--- src/rtl/axil_master_ctrl.sv ---
// Single-outstanding AXI4-Lite master: turns one command into a full write
// (AW+W, then B) or read (AR, then R) transaction and returns the response.
module axil_master_ctrl #(
    parameter int ADDR_WIDTH = 6,
    parameter int DATA_WIDTH = 32
) (
    input  logic                      ACLK,
    input  logic                      ARESET,
    input  logic                      CMD_VALID,
    output logic                      CMD_READY,
    input  logic                      CMD_WRITE,
    input  logic [ADDR_WIDTH-1:0]     CMD_ADDR,
    input  logic [DATA_WIDTH-1:0]     CMD_WDATA,
    input  logic [DATA_WIDTH/8-1:0]   CMD_WSTRB,
    output logic                      RSP_VALID,
    output logic [DATA_WIDTH-1:0]     RSP_RDATA,
    output logic [1:0]                RSP_RESP,
    output logic [ADDR_WIDTH-1:0]     M_AWADDR,
    output logic                      M_AWVALID,
    input  logic                      M_AWREADY,
    output logic [DATA_WIDTH-1:0]     M_WDATA,
    output logic [DATA_WIDTH/8-1:0]   M_WSTRB,
    output logic                      M_WVALID,
    input  logic                      M_WREADY,
    input  logic [1:0]                M_BRESP,
    input  logic                      M_BVALID,
    output logic                      M_BREADY,
    output logic [ADDR_WIDTH-1:0]     M_ARADDR,
    output logic                      M_ARVALID,
    input  logic                      M_ARREADY,
    input  logic [DATA_WIDTH-1:0]     M_RDATA,
    input  logic [1:0]                M_RRESP,
    input  logic                      M_RVALID,
    output logic                      M_RREADY
);

    typedef enum logic [2:0] {IDLE, WR_REQ, WR_RESP, RD_REQ, RD_DATA, RSP} state_t;

    state_t                  state;
    logic [ADDR_WIDTH-1:0]   addr_q;
    logic                    aw_left;
    logic                    w_left;

    // Ready is gated by reset so it reads 0 during reset and 1 right after release.
    assign CMD_READY = (state == IDLE) && !ARESET;
    assign M_AWADDR  = addr_q;
    assign M_ARADDR  = addr_q;

    // A request channel is still pending after this edge unless it handshakes now.
    assign aw_left = M_AWVALID && !M_AWREADY;
    assign w_left  = M_WVALID && !M_WREADY;

    always_ff @(posedge ACLK) begin
        if (ARESET) begin
            state     <= IDLE;
            addr_q    <= '0;
            M_WDATA   <= '0;
            M_WSTRB   <= '0;
            M_AWVALID <= 1'b0;
            M_WVALID  <= 1'b0;
            M_BREADY  <= 1'b0;
            M_ARVALID <= 1'b0;
            M_RREADY  <= 1'b0;
            RSP_VALID <= 1'b0;
            RSP_RDATA <= '0;
            RSP_RESP  <= '0;
        end else begin
            case (state)
                IDLE: begin
                    if (CMD_VALID) begin
                        addr_q  <= CMD_ADDR;
                        M_WDATA <= CMD_WDATA;
                        M_WSTRB <= CMD_WSTRB;
                        if (CMD_WRITE) begin
                            M_AWVALID <= 1'b1;
                            M_WVALID  <= 1'b1;
                            state     <= WR_REQ;
                        end else begin
                            M_ARVALID <= 1'b1;
                            state     <= RD_REQ;
                        end
                    end
                end
                WR_REQ: begin
                    M_AWVALID <= aw_left;
                    M_WVALID  <= w_left;
                    if (!aw_left && !w_left) begin
                        M_BREADY <= 1'b1;
                        state    <= WR_RESP;
                    end
                end
                WR_RESP: begin
                    if (M_BVALID) begin
                        M_BREADY  <= 1'b0;
                        RSP_RESP  <= M_BRESP;
                        RSP_RDATA <= '0;
                        RSP_VALID <= 1'b1;
                        state     <= RSP;
                    end
                end
                RD_REQ: begin
                    if (M_ARREADY) begin
                        M_ARVALID <= 1'b0;
                        M_RREADY  <= 1'b1;
                        state     <= RD_DATA;
                    end
                end
                RD_DATA: begin
                    if (M_RVALID) begin
                        M_RREADY  <= 1'b0;
                        RSP_RESP  <= M_RRESP;
                        RSP_RDATA <= M_RDATA;
                        RSP_VALID <= 1'b1;
                        state     <= RSP;
                    end
                end
                RSP: begin
                    RSP_VALID <= 1'b0;
                    state     <= IDLE;
                end
                default: state <= IDLE;
            endcase
        end
    end

endmodule
--- config.mk ---
export PLATFORM = sky130hd
export DESIGN_NAME = axil_master_ctrl
export DESIGN_NICKNAME = d
export VERILOG_FILES = /design/src/rtl/axil_master_ctrl.sv
export SDC_FILE = /design/constraint.sdc
export NUM_CORES = 1
export LEC_CHECK = 0
export BUFFER_PORTS_ARGS = -buffer_cell sky130_fd_sc_hd__buf_2
export CORE_UTILIZATION = 44
export CTS_CLUSTER_SIZE = 40
export DETAILED_ROUTE_END_ITERATION = 10
export GPL_ROUTABILITY_DRIVEN = 1
export GPL_TIMING_DRIVEN = 0
export HOLD_SLACK_MARGIN = 0.03
export PLACE_DENSITY = 0.79
export SLEW_MARGIN = 20
export SYNTH_ARGS = -nofsm -noshare
export SYNTH_HDL_FRONTEND = slang
export SYNTH_SLANG_ARGS = --single-unit
--- constraint.sdc ---
create_clock -name ACLK -period 1.9 [get_ports ACLK]
set_clock_uncertainty 0.05 [all_clocks]
set_input_delay 0.38 -clock ACLK [delete_from_list [all_inputs] [get_ports ACLK]]
set_output_delay 0.38 -clock ACLK [all_outputs]
set_load 0.01 [all_outputs]
==> results of run 1 <==
-- worst register-to-register path, delay by kind of cell (launching register included) --
family                 cells  cell delay (ns)
flip-flops                 1             0.35
buffers and inverters      2             0.52
AO/OA/AOI/OAI              2             0.37
AND/OR/NAND/NOR            2             0.36
-- layer usage --
metal	routed length, um	vias up	share of wire [%]
met1	3480	1484	41
met4	87	0	1.0
met5	0	-	0
met3	544	8	6.4
li1	-	1608	-
met2	4380	104	52
-- metrics by stage --
stage | hold WS, ns | worst slack [ns] | cells
after floorplan | 0.431 | 0.398 | 369
after global placement | 0.388 | 0.123 | 642
after detailed placement | 0.395 | 0.109 | 642
after CTS | 0.203 | 0.0225 | 658
after global routing | 0.209 | 0.0485 | 657
final | 0.213 | 0.148 | 657
-- cell type report --
class	instances	area share, %
flip-flops and latches	85	38.1
multi-input cells	244	29.5
repair buffers	174	19.5
plain buffers	35	5.61
clock buffers	12	3.03
well taps	99	2.78
clock inverters	4	1.09
inverters	4	0.337
-- path summary, 6_finish.rpt --
kind / start / end / slack (ns) / cells after the start
worst max-delay path: state[2]$_SDFFE_PP0P_ / CMD_READY / 0.15 / 3
worst min-delay path: CMD_WSTRB[2] / M_WSTRB[2]$_SDFFE_PP0P_ / 0.21 / 3
worst max register to register: state[1]$_SDFFE_PP0P_ / RSP_RDATA[25]$_SDFFE_PP0P_ / 0.20 / 6
worst min register to register: M_WDATA[22]$_SDFFE_PP0P_ / M_WDATA[22]$_SDFFE_PP0P_ / 0.40 / 2
-- registers in the layout, indices dropped and copies added (netlist names), 2 cells and up --
| register | cells |
|---|---|
| M_WDATA | 32 |
| RSP_RDATA | 32 |
| M_ARADDR | 6 |
| M_WSTRB | 4 |
| state | 3 |
| RSP_RESP | 2 |
-- synth_stat cells --
cell type  number  area (um^2)
a2111o_1        1         11.3
a2111oi_4       1         27.5
a211o_1         1         8.76
a211oi_1        1         7.51
a21oi_1        48          240
a22oi_1        32          240
a311oi_1        1         8.76
a31oi_1         1         6.26
and2_1          1         6.26
and3b_1         2         17.5
buf_2           6         30.0
buf_4          10         75.1
buf_6          10          113
clkbuf_1       10         37.5
dfxtp_1        85         1700
inv_1           3         11.3
inv_2           1         3.75
mux2_2          3         33.8
mux2i_1         5         50.1
nand2_1        90          338
nand2b_1        3         18.8
nand3b_1        1         7.51
nand4_1         1         6.26
nor2_1         40          150
nor3b_2         1         12.5
nor3b_4         1         18.8
nor4_1          1         6.26
nor4_2          1         12.5
nor4b_1         1         8.76
nor4b_4         1         23.8
o21ai_0         1         5.00
o21ai_4         1         16.3
o221a_1         1         11.3
o22ai_1         1         6.26
or3_1           1         6.26
or4b_1          1         10.0
-- power groups by stage --
stage | logic, mW | registers [mW] | clock network, mW
detailed placement | 1.95 | 2.27 | 0
global route | 2.14 | 2.26 | 1.33
finish | 1.93 | 2.23 | 1.21
global placement | 1.90 | 2.25 | 0
CTS | 1.96 | 2.23 | 1.25
floorplan | 1.22 | 2.37 | 0
-- logic make-up after synthesis --
kind of cell / count (synthesis)
mux: 8
simple gates: 146
buf+inv: 40
flops: 85
compound gates: 90
-- what timing repair did --
action                     4_1_cts  5_1_grt
hold buffers                     0        0
setup endpoints to repair        0        1
gates resized for setup          0        0
==> report_table.html, run 1 <==
<table>
<tr><th>Metric</th><th>Value</th></tr>
<tr><th colspan="2">Outcome</th></tr>
<tr><td>Run status</td><td>completed</td></tr>
<tr><th colspan="2">Timing</th></tr>
<tr><td>Tmin final</td><td>1.75 ns</td></tr>
<tr><td>Share of the cycle needed by the critical path after routing</td><td>about 92%</td></tr>
<tr><td>Setup violations, final</td><td>0</td></tr>
<tr><td>Total negative slack</td><td>0 ns</td></tr>
<tr><td>F_max</td><td>roughly 0.57 GHz</td></tr>
<tr><td>Worst slew pin tran</td><td>0.595 ns</td></tr>
<tr><td>Count of final max-slew check failures</td><td>0</td></tr>
<tr><td>Normalized max-slew margin</td><td>~60%</td></tr>
<tr><td>Number of hold violations in the final report</td><td>0</td></tr>
<tr><td>RSZ-0062 raised after global routing</td><td>false</td></tr>
<tr><th colspan="2">Critical path</th></tr>
<tr><td>Critical Path Source Type</td><td>register</td></tr>
<tr><td>Critical path required time</td><td>between 1 and 1.5 ns</td></tr>
<tr><td>Cell type of the slowest stage on the worst timing path</td><td>dfxtp_1</td></tr>
<tr><td>Start-to-end type of the worst setup path</td><td>register to output pin</td></tr>
<tr><td>Kind of end point of the critical path</td><td>output pin</td></tr>
<tr><td>Maximum cell stage delay along the critical path</td><td>between 0.3 and 0.4 ns</td></tr>
<tr><td>Critical path cell sequence</td><td>buf_6 -&gt; nor4_1 -&gt; buf_2</td></tr>
<tr><td>Crit path DAT</td><td>1.32 ns</td></tr>
<tr><td>Highest fanout seen on the critical path</td><td>10</td></tr>
<tr><td>Worst Path Buf+Inv</td><td>2</td></tr>
<tr><td>Top delay family on crit path</td><td>flip-flops</td></tr>
<tr><th colspan="2">Synth</th></tr>
<tr><td>Main combinational cell family by area after synthesis</td><td>simple AND/OR/NAND/NOR gates</td></tr>
<tr><td>Complex-gate fraction of the synthesized area</td><td>around 18%</td></tr>
<tr><td>Synth Register Bits</td><td>85</td></tr>
<tr><td>Synthesized area per cell</td><td>8.91 um^2</td></tr>
<tr><td>Adder-cell share of the synthesized area</td><td>0%</td></tr>
<tr><td>Post-synth net total</td><td>456</td></tr>
<tr><td>Post-synthesis cell area</td><td>roughly 3300 um^2</td></tr>
<tr><td>Share of synthesized area occupied by flip-flops and latches</td><td>about half</td></tr>
<tr><td>Gate count of the mapped netlist</td><td>around 370</td></tr>
<tr><td>XOR/XNOR Fraction of Synth Area</td><td>0%</td></tr>
<tr><td>Multiplexer share of the synthesized area</td><td>2.55%</td></tr>
<tr><td>Synth Warn #</td><td>0</td></tr>
<tr><td>Library cells used by synthesis</td><td>36</td></tr>
<tr><td>Basic-gate share of the synthesized area counting and, or, nand and nor cells</td><td>roughly a fifth</td></tr>
<tr><th colspan="2">Power</th></tr>
<tr><td>Switching pwr</td><td>approximately 1.8 mW</td></tr>
<tr><td>Share of total power in combinational logic</td><td>a little over a third</td></tr>
<tr><td>Maximum resistive drop on vdd</td><td>about 410 uV</td></tr>
<tr><td>Total power draw</td><td>5.37 mW</td></tr>
<tr><td>Share of power burned in registers</td><td>between 40% and 50%</td></tr>
<tr><td>Internal power</td><td>about 3.5 mW</td></tr>
<tr><td>Sw frac</td><td>34.3%</td></tr>
<tr><td>Leakage</td><td>roughly 2.1 nW</td></tr>
<tr><td>P per Cell Area</td><td>about 1200 nW/um^2</td></tr>
<tr><td>Relative contribution of the clock network to total power</td><td>roughly 23%</td></tr>
<tr><th colspan="2">Floorplan</th></tr>
<tr><td>Number of primary I/O pins</td><td>176</td></tr>
<tr><td>Die Ht</td><td>88.4 um</td></tr>
<tr><td>Die Footprint</td><td>between 7000 and 8000 um^2</td></tr>
<tr><td>Rows</td><td>31</td></tr>
<tr><td>Chip Width</td><td>about 88 um</td></tr>
<tr><td>Initial core utilization</td><td>45.3%</td></tr>
<tr><td>Floorplan core area</td><td>a little over 7000 um^2</td></tr>
<tr><th colspan="2">Final layout</th></tr>
<tr><td>Area taken by flip-flops and latches</td><td>approximately 1700 um^2</td></tr>
<tr><td>Final standard cell area without fillers</td><td>~4500 um^2</td></tr>
<tr><td>Commonest non-fill, non-tap cell in the layout</td><td>buf_2</td></tr>
<tr><td>Number of inserted filler cells in the final layout</td><td>between 600 and 700</td></tr>
<tr><td>Area taken by multi-input logic gates</td><td>1320 um^2</td></tr>
<tr><td>Diode count</td><td>0</td></tr>
<tr><td>Number of nets in the layout</td><td>between 600 and 700</td></tr>
<tr><td>Most frequent cells in the layout</td><td>buf_2 (179), nand2_1 (90), dfxtp_1 (85)</td></tr>
<tr><td>Utilization after layout</td><td>61.5%</td></tr>
<tr><td>Area added between synthesis and finish</td><td>35.7%</td></tr>
<tr><td>Fraction of final layout cells with drive strength greater than 1</td><td>roughly 40%</td></tr>
<tr><th colspan="2">Clock tree</th></tr>
<tr><td>Reg clk slew, reported paths</td><td>0.08 ns</td></tr>
<tr><td>TritonCTS clock tree</td><td>yes</td></tr>
<tr><td>Worst-Skew Late Latency</td><td>0.34 ns</td></tr>
<tr><td>Postcts setup bufs</td><td>0</td></tr>
<tr><td>Root buffer cell</td><td>clkbuf_8</td></tr>
<tr><td>CTS Sinks</td><td>85</td></tr>
<tr><td>Buffers from clock root to sink, at most</td><td>2</td></tr>
<tr><td>Number of buffers added by the clock tree synthesis step</td><td>9</td></tr>
<tr><td>Clock H-tree levels</td><td>3</td></tr>
<tr><th colspan="2">Placement</th></tr>
<tr><td>Weighted congestion reported at the end of routability-driven placement</td><td>approximately 0.79</td></tr>
<tr><td>Port-buffer cells</td><td>approximately 170</td></tr>
<tr><td>DP Wirelength</td><td>~6.5 mm</td></tr>
<tr><td>Placement Cell Area</td><td>around 4300 um^2</td></tr>
<tr><th colspan="2">Drt</th></tr>
<tr><td>Wire length per cell after detailed routing</td><td>between 10 and 15 um</td></tr>
<tr><td>Final routed DRC violation total</td><td>0</td></tr>
<tr><td>Vias/cell</td><td>around 4.9</td></tr>
<tr><td>Number of vias in the routed layout</td><td>~3,200</td></tr>
<tr><td>Total iterations of the first detailed-routing run</td><td>4</td></tr>
<tr><td>Remaining antenna violation count after routing</td><td>0</td></tr>
<tr><td>Drt first-iter violations</td><td>115</td></tr>
<tr><td>Overall routed net length</td><td>approximately 8.5 mm</td></tr>
<tr><th colspan="2">Global route</th></tr>
<tr><td>Global Route met1 Usage</td><td>roughly a quarter</td></tr>
<tr><td>Number of antenna violations at the first check in global routing</td><td>0</td></tr>
<tr><td>M2 GR Usage</td><td>approximately two fifths</td></tr>
<tr><td>Met3 demand-to-capacity share in global routing</td><td>just over 5%</td></tr>
<tr><td>Vias in the first global route</td><td>around 2,800</td></tr>
<tr><td>First-pass GRT wire length</td><td>~13 mm</td></tr>
<tr><td>Pin count of the biggest net entering global routing</td><td>14</td></tr>
<tr><td>Total GRT Usage</td><td>a little over a fifth</td></tr>
<tr><td>Most used routing layer in global routing</td><td>met2</td></tr>
<tr><td>Sum of overflow across all layers after global routing</td><td>0</td></tr>
<tr><th colspan="2">Job</th></tr>
<tr><td>Max capacitance violation total</td><td>0</td></tr>
<tr><th colspan="2">Hold path</th></tr>
<tr><td>Class of the tightest hold or removal check</td><td>input port to register</td></tr>
</table>
Note: power is estimated with default switching activity, not from simulation.
==> run 2: changes to the inputs <==
Settings changed: CTS_CLUSTER_DIAMETER set to 100, PLACE_DENSITY 0.79 to not set, PLACE_DENSITY_LB_ADDON set to 0.3, RECOVER_POWER set to 50.
==> report_table.html, run 2 (synthesized netlist as in run 1, its figures left out) <==
<table>
<tr><th>Metric</th><th>Value</th></tr>
<tr><th colspan="2">Outcome</th></tr>
<tr><td>Run status</td><td>completed</td></tr>
<tr><th colspan="2">Timing</th></tr>
<tr><td>Number of hold violations in the final report</td><td>0</td></tr>
<tr><td>Normalized max-slew margin</td><td>between 50% and 60%</td></tr>
<tr><td>Final setup slack of the worst path</td><td>between 0.15 and 0.2 ns</td></tr>
<tr><td>Setup violations, final</td><td>0</td></tr>
<tr><td>F_max</td><td>~0.57 GHz</td></tr>
<tr><td>Worst slew pin tran</td><td>0.626 ns</td></tr>
<tr><td>Count of final max-slew check failures</td><td>0</td></tr>
<tr><td>Total negative slack</td><td>0 ns</td></tr>
<tr><td>Share of the cycle needed by the critical path after routing</td><td>between 90% and 100%</td></tr>
<tr><td>Tmin final</td><td>1.75 ns</td></tr>
<tr><td>RSZ-0062 raised after global routing</td><td>false</td></tr>
<tr><td>Post-route worst hold slack</td><td>0.221 ns</td></tr>
<tr><th colspan="2">Critical path</th></tr>
<tr><td>Length in cells of the worst reg-to-reg path</td><td>6</td></tr>
<tr><td>Critical R2R Capture</td><td>RSP_RDATA[25]$_SDFFE_PP0P_</td></tr>
<tr><td>Worst flop-to-flop path startpoint</td><td>state[1]$_SDFFE_PP0P_</td></tr>
<tr><td>Crit path DAT</td><td>approximately 1.3 ns</td></tr>
<tr><td>Setup slack on the worst flop-to-flop path</td><td>about 0.19 ns</td></tr>
<tr><td>Most common cell type on the critical path</td><td>clkbuf_1</td></tr>
<tr><td>Top delay family on crit path</td><td>buffers and inverters</td></tr>
<tr><td>Critical Path Source Type</td><td>input port</td></tr>
<tr><td>Start-to-end type of the worst setup path</td><td>input port to output pin</td></tr>
<tr><td>Maximum cell stage delay along the critical path</td><td>approximately 0.50 ns</td></tr>
<tr><td>Critical path destination</td><td>CMD_READY</td></tr>
<tr><td>Critical path required time</td><td>approximately 1.5 ns</td></tr>
<tr><td>Kind of end point of the critical path</td><td>output pin</td></tr>
<tr><td>Worst Path Buf+Inv</td><td>3</td></tr>
<tr><td>Cell type of the slowest stage on the worst timing path</td><td>clkbuf_1</td></tr>
<tr><td>Critical path cell sequence</td><td>clkbuf_1 -&gt; clkbuf_1 -&gt; nor4_2 -&gt; buf_2</td></tr>
<tr><td>Count of cell instances traversed by the critical path</td><td>4</td></tr>
<tr><td>Highest fanout seen on the critical path</td><td>10</td></tr>
<tr><td>Origin of the worst setup path</td><td>ARESET</td></tr>
<tr><th colspan="2">Final layout</th></tr>
<tr><td>Area taken by multi-input logic gates</td><td>1320 um^2</td></tr>
<tr><td>Number of nets in the layout</td><td>640</td></tr>
<tr><td>Area added between synthesis and finish</td><td>32.6%</td></tr>
<tr><td>Utilization after layout</td><td>between 60 and 70%</td></tr>
<tr><td>Final standard cell area without fillers</td><td>about 4400 um^2</td></tr>
<tr><td>Number of inserted filler cells in the final layout</td><td>711</td></tr>
<tr><td>Most frequent cells in the layout</td><td>clkbuf_1 (100), buf_2 (93), nand2_1 (90)</td></tr>
<tr><td>Area taken by flip-flops and latches</td><td>between 1500 and 2000 um^2</td></tr>
<tr><td>Fraction of final layout cells with drive strength greater than 1</td><td>approximately 24%</td></tr>
<tr><td>Commonest non-fill, non-tap cell in the layout</td><td>clkbuf_1</td></tr>
<tr><td>Diode count</td><td>0</td></tr>
<tr><td>Final instance count without filler cells</td><td>around 660</td></tr>
<tr><th colspan="2">Global route</th></tr>
<tr><td>Total GRT Usage</td><td>about a fifth</td></tr>
<tr><td>Sum of overflow across all layers after global routing</td><td>0</td></tr>
<tr><td>Number of antenna violations at the first check in global routing</td><td>0</td></tr>
<tr><td>First-pass GRT wire length</td><td>12.3 mm</td></tr>
<tr><td>Vias in the first global route</td><td>around 2,800</td></tr>
<tr><td>Pin count of the biggest net entering global routing</td><td>14</td></tr>
<tr><th colspan="2">Clock tree</th></tr>
<tr><td>CTS Sinks</td><td>85</td></tr>
<tr><td>Postcts setup bufs</td><td>0</td></tr>
<tr><td>TritonCTS clock tree</td><td>yes</td></tr>
<tr><td>Number of buffers added by the clock tree synthesis step</td><td>9</td></tr>
<tr><td>Worst-Skew Late Latency</td><td>between 0.3 and 0.4 ns</td></tr>
<tr><td>Reg clk slew, reported paths</td><td>0.08 ns</td></tr>
<tr><td>Clock H-tree levels</td><td>3</td></tr>
<tr><td>Buffers from clock root to sink, at most</td><td>2</td></tr>
<tr><td>Root buffer cell</td><td>clkbuf_8</td></tr>
<tr><th colspan="2">Placement</th></tr>
<tr><td>Weighted congestion reported at the end of routability-driven placement</td><td>between 0.8 and 0.9</td></tr>
<tr><td>Port-buffer cells</td><td>174</td></tr>
<tr><td>Count of placed standard cells including taps</td><td>642</td></tr>
<tr><td>Place WS</td><td>approximately 0.068 ns</td></tr>
<tr><td>DP Wirelength</td><td>between 6 and 7 mm</td></tr>
<tr><td>Placement Cell Area</td><td>between 4000 and 5000 um^2</td></tr>
<tr><th colspan="2">Power</th></tr>
<tr><td>Total power draw</td><td>roughly 5.3 mW</td></tr>
<tr><td>Maximum resistive drop on vdd</td><td>about 500 uV</td></tr>
<tr><td>Leakage</td><td>1.77 nW</td></tr>
<tr><td>P per Cell Area</td><td>approximately 1200 nW/um^2</td></tr>
<tr><th colspan="2">Drt</th></tr>
<tr><td>Overall routed net length</td><td>between 8 and 9 mm</td></tr>
<tr><td>Number of vias in the routed layout</td><td>between 3,000 and 4,000</td></tr>
<tr><td>Vias/cell</td><td>4.84</td></tr>
<tr><td>Final routed DRC violation total</td><td>0</td></tr>
<tr><td>Wire length per cell after detailed routing</td><td>about 13 um</td></tr>
<tr><td>Drt first-iter violations</td><td>a little over 90</td></tr>
<tr><td>Total iterations of the first detailed-routing run</td><td>4</td></tr>
<tr><td>Remaining antenna violation count after routing</td><td>0</td></tr>
<tr><th colspan="2">Floorplan</th></tr>
<tr><td>Chip Width</td><td>roughly 88 um</td></tr>
<tr><td>Rows</td><td>31</td></tr>
<tr><td>Die Ht</td><td>about 90 um</td></tr>
<tr><td>Floorplan core area</td><td>7250 um^2</td></tr>
<tr><td>Initial core utilization</td><td>~45%</td></tr>
<tr><td>Die Footprint</td><td>~8000 um^2</td></tr>
<tr><td>Number of primary I/O pins</td><td>approximately 180</td></tr>
<tr><th colspan="2">Job</th></tr>
<tr><td>Max capacitance violation total</td><td>0</td></tr>
<tr><th colspan="2">Hold path</th></tr>
<tr><td>Class of the tightest hold or removal check</td><td>input port to register</td></tr>
</table>
run 2: cell types whose count changed in the layout (fill, tap and decap cells not counted), sizes merged:
| cell | before | now |
|---|---|---|
| buf | 199 | 113 |
| clkbuf | 22 | 109 |
| clkinv | 3 | 1 |
| clkinvlp | 0 | 1 |
run 2: timing repair:
item	CTS	global route
hold buffers	0	0
resized for setup	0	1
endpoints found under the setup margin	0	1
run 2: how the worst min path moves through the flow:
stage | endpoint | cells after the start | start | slack [ns]
2_1_floorplan | M_WDATA[0]$_SDFFE_PP0P_ | 2 | M_WDATA[0]$_SDFFE_PP0P_ | 0.43
3_3_place_gp | M_WDATA[19]$_SDFFE_PP0P_ | 2 | M_WDATA[19]$_SDFFE_PP0P_ | 0.39
3_5_place_dp | M_WSTRB[1]$_SDFFE_PP0P_ | 2 | M_WSTRB[1]$_SDFFE_PP0P_ | 0.39
4_1_cts | M_ARADDR[3]$_SDFFE_PP0P_ | 3 | CMD_ADDR[3] | 0.21
5_1_grt | M_WDATA[4]$_SDFFE_PP0P_ | 3 | CMD_WDATA[4] | 0.21
6_report | M_ARADDR[3]$_SDFFE_PP0P_ | 3 | CMD_ADDR[3] | 0.22
run 2: cell type report:
| cell class | instances | area share (%) |
|---|---|---|
| buffer | 35 | 5.74 |
| clock buffer | 13 | 3.18 |
| clock inverter | 3 | 1.06 |
| inverter | 4 | 0.344 |
| multi-input combinational | 244 | 30.3 |
| sequential | 85 | 39.0 |
| tap | 99 | 2.84 |
| timing repair buffer | 174 | 17.5 |
run 2: worst register-to-register path: stages (launching register included):
cell	delay (ns)
dfxtp_1	0.35
buf_4	0.25
and3b_1	0.23
o21ai_4	0.24
buf_2	0.27
a22oi_1	0.12
nor2_1	0.13
run 2: metal layers:
layer / wire length (um) / track usage (%) / vias up
li1: - / - / 1615
met1: 3530 / 23.0 / 1461
met2: 4180 / 36.5 / 93
met3: 435 / 4.38 / 9
met4: 105 / 8.50 / 0
met5: 0 / 0 / -
run 2: report_power, final:
part	total, mW	switching (mW)	internal (mW)
Sequential	2.23	0.167	2.06
Combinational	1.86	1.07	0.791
Clock	1.22	0.602	0.614
Total	5.31	1.84	3.47
